[src/rtl/face_det_pkg.sv]
// Shared definitions for the face-detector control path.
// Holds the 3-bit sequencer state codes and the state width. The window
// scanner, stage evaluator and top-level monitor import this package so
// they all decode the exported `state` bus the same way.
package face_det_pkg;

  localparam int STATE_W = 3;

  localparam logic [STATE_W-1:0] ST_IDLE             = 3'd0;
  localparam logic [STATE_W-1:0] ST_COMPUTE_INTEGRAL = 3'd1;
  localparam logic [STATE_W-1:0] ST_INIT_SCAN        = 3'd2;
  localparam logic [STATE_W-1:0] ST_EVAL_CASCADE     = 3'd3;
  localparam logic [STATE_W-1:0] ST_NEXT_STAGE       = 3'd4;
  localparam logic [STATE_W-1:0] ST_NEXT_WINDOW      = 3'd5;
  localparam logic [STATE_W-1:0] ST_FINISH           = 3'd6;

  // Code 7 is deliberately left out of the enum; the sequencer treats it
  // as illegal and recovers to IDLE.
  typedef enum logic [STATE_W-1:0] {
    S_IDLE             = ST_IDLE,
    S_COMPUTE_INTEGRAL = ST_COMPUTE_INTEGRAL,
    S_INIT_SCAN        = ST_INIT_SCAN,
    S_EVAL_CASCADE     = ST_EVAL_CASCADE,
    S_NEXT_STAGE       = ST_NEXT_STAGE,
    S_NEXT_WINDOW      = ST_NEXT_WINDOW,
    S_FINISH           = ST_FINISH
  } state_e;

endpackage

[src/rtl/control_fsm.sv]
// control_fsm: top-level sequencer for the Haar-cascade face detector.
//
// Waits for start, has the integral image built, then walks detection
// windows evaluating cascade stages. Ends in FINISH on the first window
// that passes every stage, or once the last window fails.
//
// Ports:
//   clk          in   system clock, rising edge
//   rst_n        in   synchronous active-low reset
//   start        in   begin a run (looked at only in IDLE and FINISH)
//   ii_done      in   integral image ready (only in COMPUTE_INTEGRAL)
//   stage_done   in   stage result valid (only in EVAL_CASCADE)
//   stage_passed in   stage passed, qualified by stage_done
//   last_stage   in   final cascade stage, qualified by stage_done
//   last_window  in   final scan window, qualified by stage_done
//   state        out  current state code (face_det_pkg encoding)
//   stage_start  out  one-cycle strobe on every entry into EVAL_CASCADE
//   next_window  out  high while in NEXT_WINDOW
//
// Strobe semantics: there is no back-pressure. stage_done is a
// single-cycle valid from the evaluator; if it is held high, each
// EVAL_CASCADE cycle that sees it counts as a fresh result.
module control_fsm
  import face_det_pkg::*;
(
  input  logic               clk,
  input  logic               rst_n,
  input  logic               start,
  input  logic               ii_done,
  input  logic               stage_done,
  input  logic               stage_passed,
  input  logic               last_stage,
  input  logic               last_window,
  output logic [STATE_W-1:0] state,
  output logic               stage_start,
  output logic               next_window
);

  state_e r_state;
  state_e w_next;
  logic   r_stage_start;

  always_ff @(posedge clk) begin
    if (!rst_n) begin
      r_state       <= S_IDLE;
      r_stage_start <= 1'b0;
    end else begin
      r_state       <= w_next;
      // Pulse only on an entry edge into EVAL_CASCADE, never while held.
      r_stage_start <= (w_next == S_EVAL_CASCADE) && (r_state != S_EVAL_CASCADE);
    end
  end

  always_comb begin
    w_next = r_state;
    case (r_state)
      S_IDLE:             if (start)   w_next = S_COMPUTE_INTEGRAL;
      S_COMPUTE_INTEGRAL: if (ii_done) w_next = S_INIT_SCAN;
      S_INIT_SCAN:        w_next = S_EVAL_CASCADE;
      S_EVAL_CASCADE: begin
        if (stage_done) begin
          if (stage_passed) w_next = last_stage  ? S_FINISH : S_NEXT_STAGE;
          else              w_next = last_window ? S_FINISH : S_NEXT_WINDOW;
        end
      end
      S_NEXT_STAGE:       w_next = S_EVAL_CASCADE;
      S_NEXT_WINDOW:      w_next = S_EVAL_CASCADE;
      S_FINISH:           if (start)   w_next = S_COMPUTE_INTEGRAL;
      default:            w_next = S_IDLE;
    endcase
  end

  assign state       = r_state;
  assign stage_start = r_stage_start;
  assign next_window = (r_state == S_NEXT_WINDOW);

endmodule

[config.mk]
export PLATFORM = sky130hd
export DESIGN_NAME = control_fsm
export DESIGN_NICKNAME = d
export VERILOG_FILES = /design/src/rtl/face_det_pkg.sv /design/src/rtl/control_fsm.sv
export SDC_FILE = /design/constraint.sdc
export NUM_CORES = 1
export LEC_CHECK = 0
export BUFFER_PORTS_ARGS = -buffer_cell sky130_fd_sc_hd__buf_2
export CORE_AREA = 2 2 39 41
export CTS_CLUSTER_SIZE = 10
export DETAILED_ROUTE_END_ITERATION = 7
export DIE_AREA = 0 0 41 43
export PLACE_DENSITY = 0.41
export SYNTH_ARGS = -nofsm -noshare
export SYNTH_HDL_FRONTEND = slang
export SYNTH_SLANG_ARGS = --single-unit
[constraint.sdc]
create_clock -name clk -period 1.4 [get_ports clk]
set_input_delay 0.14 -clock clk [delete_from_list [all_inputs] [get_ports clk]]
set_output_delay 0.14 -clock clk [all_outputs]
set_load 0.005 [all_outputs]
* Yosys cells after proc, flatten, opt, wreduce, memory -nomap -nowiden
Cells that the tools add are included.
** Storage, ports and cells
- Output and inout bits :: 5
- Flip-flop bits (word level) :: 4
- Logic and storage cells :: 21
- Input bits :: 8
** Cells by class
- Mux-type cells :: 7
- Reductions and logical operators :: 4
- Equality and inequality tests :: 8
** Operator list (number)
- one-hot mux 3 bit (4 select lines) :: 1
- equality test 3 x 2 -> 1 bit, second input constant :: 3
- equality test 3 bit, second input constant :: 3
- 2-to-1 mux 3 bit :: 3
- 2-to-1 mux 2 bit :: 3
- equality test 3 x 1 -> 1 bit, second input constant :: 1
- logical NOT 3 bit :: 1
- inequality test 3 x 2 -> 1 bit, second input constant :: 1
- OR reduction 3 bit :: 1
- OR reduction 2 bit :: 1
- logical AND 1 bit :: 1

* Depth between registers and ports, before layout
- Depth after elaboration :: 6
- Depth in mapped cells :: 4
- Mapped depth without buffers :: 4

* Least setup slack after synthesis
Ideal clock, no wire load.
- Path type :: reg2reg
- Start point :: reg r_state[0], in the netlist state[0]
- End point :: reg r_stage_start, in the netlist stage_start
- Slack :: 0.278 ns
- Path buffers :: 0
- Required time :: 1.284 ns
- Period minus slack after synthesis :: 1.122 ns
- Arrival :: 1.006 ns
- Stages on the path, launching flop included :: 4
- Library setup time :: 0.116 ns
- Cells stage by stage :: dfxtp_1 a31oi_1 o31a_1 and3_1
** On the way
- Longest elaborated chain between the ends :: 5
- Elaborated cells on any way between the ends :: 16
- Those cells by class :: 8 x eq/ne; 4 x mux; 4 x reduce/logical
** RTL lines
- start: declaration :: RTL line control_fsm.sv:39 : state_e r_state;
- start signal: assignment :: RTL line control_fsm.sv:48 : r_state <= w_next;
- equality test 3 bit (tied with other cells) :: RTL line control_fsm.sv:56 : case (r_state)
- OR reduction 3 bit (no source line) / OR reduction 2 bit (equally long branches)
- one-hot mux 3 bit (4 select lines) :: RTL line control_fsm.sv:56
- equality test 3 x 2 -> 1 bit :: RTL line control_fsm.sv:50 : r_stage_start <= (w_next == S_EVAL_CASCADE) && (r_state != S_EVAL_CASCADE);
- logical AND 1 bit (*) :: RTL line control_fsm.sv:50
- end signal: assignment :: RTL line control_fsm.sv:50
- end: declaration :: RTL line control_fsm.sv:41 : logic r_stage_start;
Every way passes the cells marked *; elsewhere a longest branch is shown, timed or not.
A chain may end at the register's enable or synchronous reset.

* Worst setup path in the final report
- Start point :: reg r_state[0], in the netlist state[0]
- End point :: out next_window
** On the way
- Longest elaborated chain between the ends :: 1
** RTL lines
- equality test 3 bit :: RTL line control_fsm.sv:75 : assign next_window = (r_state == S_NEXT_WINDOW);
- end: declaration :: RTL line control_fsm.sv:36 : output logic next_window
No other way between the ends.

==> flow_summary.ini <==
[outcome]
outcome = finished clean

[hold_path]
min_to = state[1]
whs_path_depth = 2
min_from = rst_n
hold_class = in2reg

[route]
initialDrtViolationCount = 5
firstDrtPassIters = 4
route.detailed.drc = 0
vias = 236
postRouteWirelength_microns = 510
ant_nets = 0
viasPerCell = 4.21
wl_per_cell_microns = 9.11

[synthesis]
syn_area_sq_um = 213
synthCells = 25
ys_ff_latch = 4
synth_edf_count = 0
synth_flop_cell = dfxtp_1
yosysTopAreaCell = dfxtp_1
yosys_warnings = 0
syn_avg_cell_area_sq_um = 8.51
ys_types = 16
seq_area_frac_synth_pct = 37.6
synth_area_leaders = dfxtp_1, a31oi_1, and2_1
synth_top_area_share_pct = 37.6
synth.most_common_cell = dfxtp_1
async_flop_share_pct = 0
synth_nets = 33

[timing]
slew_violations = 0
rsz0062_at_grt = no
worst_slew_pin_slew_ps = 287
max_slew_margin_pct = 80.8
fin_crit_ps = 1290
clock_skew_ps = 2.78
setup_violations = 0
timing.final.hold_violations = 0
min_period_over_period_pct = 92.2
timing.fmax_ghz = 0.774
setup_tns_ps = 0

[critical_path]
r2r_cells = 3
rr_startpoint = state[0]
crit_fanout = 10
cp.arrival_ps = 1150
reg2reg_to = stage_start
rrSetupSlack_ps = 180
critical_path_class = reg2out
crit_required_ps = 1260
start_kind = flip-flop
cp-end-kind = primary output

[clock_tree]
clockBufferDepth = 2
cts_resized = 0
cts_setup_buffers = 0
cts_root_buffer = clkbuf_4
cts_num_sinks = 4
clock_latency_ps = 230
cts_max_level = 1
cts_made_buffers = 3
clkTransAtPathRegs_ps = 40
cts_tree = done
cts_hold_buf = 0

[die]
row_count = 14
dieHeight_microns = 43
die_w_microns = 41
start_util_pct = 15.4
coreArea_sq_um = 1380
die-area_sq_um = 1760
boundaryPins = 13

[place]
io_buffers = 12
gp_congestion = 0.801
place_area_sq_um = 293
hpwl_microns = 427

[power_and_ir_drop]
p_leak_nw = 0.152
peakVddDrop_mv = 0.202
p_per_area_nw_per_um2 = 1020

[final_layout]
nFillCells = 165
multi_input_area_sq_um = 129
ff_latch_area_sq_um = 80.1
area_delta_synth_final_pct = 48.2
nets = 50
fin_area_sq_um = 315
antenna_cells = 0
drive_above_1_share_pct = 37.5

[global_routing]
overflow = 0
grt_max_degree = 11
grt_pass1_vias = 240
antenna_found_initial = 0
grt_pass1_wl_microns = 862
grt_usage_pct = 7.22

[job]
drv_cap = 0
-- worst max-delay path: stages (launching register included) --
cell     delay, ps
dfxtp_1        470
nor2b_1        210
and2_1         140
buf_2          100
-- state kept, by name, indices dropped and copies added, names as in the netlist --
signal and flops:
stage_start 1, state 3
-- how the worst max path moves through the flow --
stage / from / end / slack (ps) / cells after the start
after CTS: state[0] / next_window / 90 / 3
final: state[0] / next_window / 110 / 3
after floorplan: state[0] / stage_start / 280 / 3
after detailed placement: state[0] / stage_start / 190 / 3
after global routing: state[0] / next_window / 20 / 3
after global placement: state[2] / stage_start / 180 / 4
-- metal layers --
layer / vias up / GRT usage, % / routed length, microns
li1: 124 / - / -
met1: 104 / 9.62 / 239
met2: 8 / 9.38 / 236
met3: 0 / 1.57 / 34
met4: 0 / 6.00 / 0
met5: - / 0 / 0
-- cell usage in the layout, fill, tap and decap left out, drive strengths merged, types with 2 or more instances in the layout --
cell,n
a31oi,2
and2,2
and3,2
buf,12
clkbuf,3
dfxtp,4
nand2b,2
nor2b,2
o21ai,2
-- report_power, final --
group | switching (mW) | internal, mW
sequential | 0.0114 | 0.122
combinational | 0.0216 | 0.0289
clock | 0.0405 | 0.0954
-- cells by family (layout without fill, tap and decap cells) --
kind of cell    Yosys count  count (layout)  synth area share [%]
compound gates            8               8                  25.3
mux                       1               1                  4.71
flops                     4               4                  37.6
buf+inv                   1              16                  1.76
simple gates             11              11                  30.6
-- per-stage QoR --
step	setup slack, ps	std cells	hold WS [ps]	total power [mW]	utilization (%)
global route	22.1	56	158	0.349	22.8
CTS	93.7	56	143	0.330	22.8
detailed placement	188	53	385	0.187	21.2
global placement	183	53	385	0.188	21.2
floorplan	278	25	262	0.160	-
finish	109	56	152	0.320	22.8
-- cell type report --
class | count | share of cell area [%]
flip-flops and latches | 4 | 25.4
multi-input cells | 20 | 40.9
inverters | 1 | 1.19
repair buffers | 12 | 19.0
clock buffers | 3 | 7.14
well taps | 16 | 6.35
No activity file was read; power rests on OpenSTA's default activity.
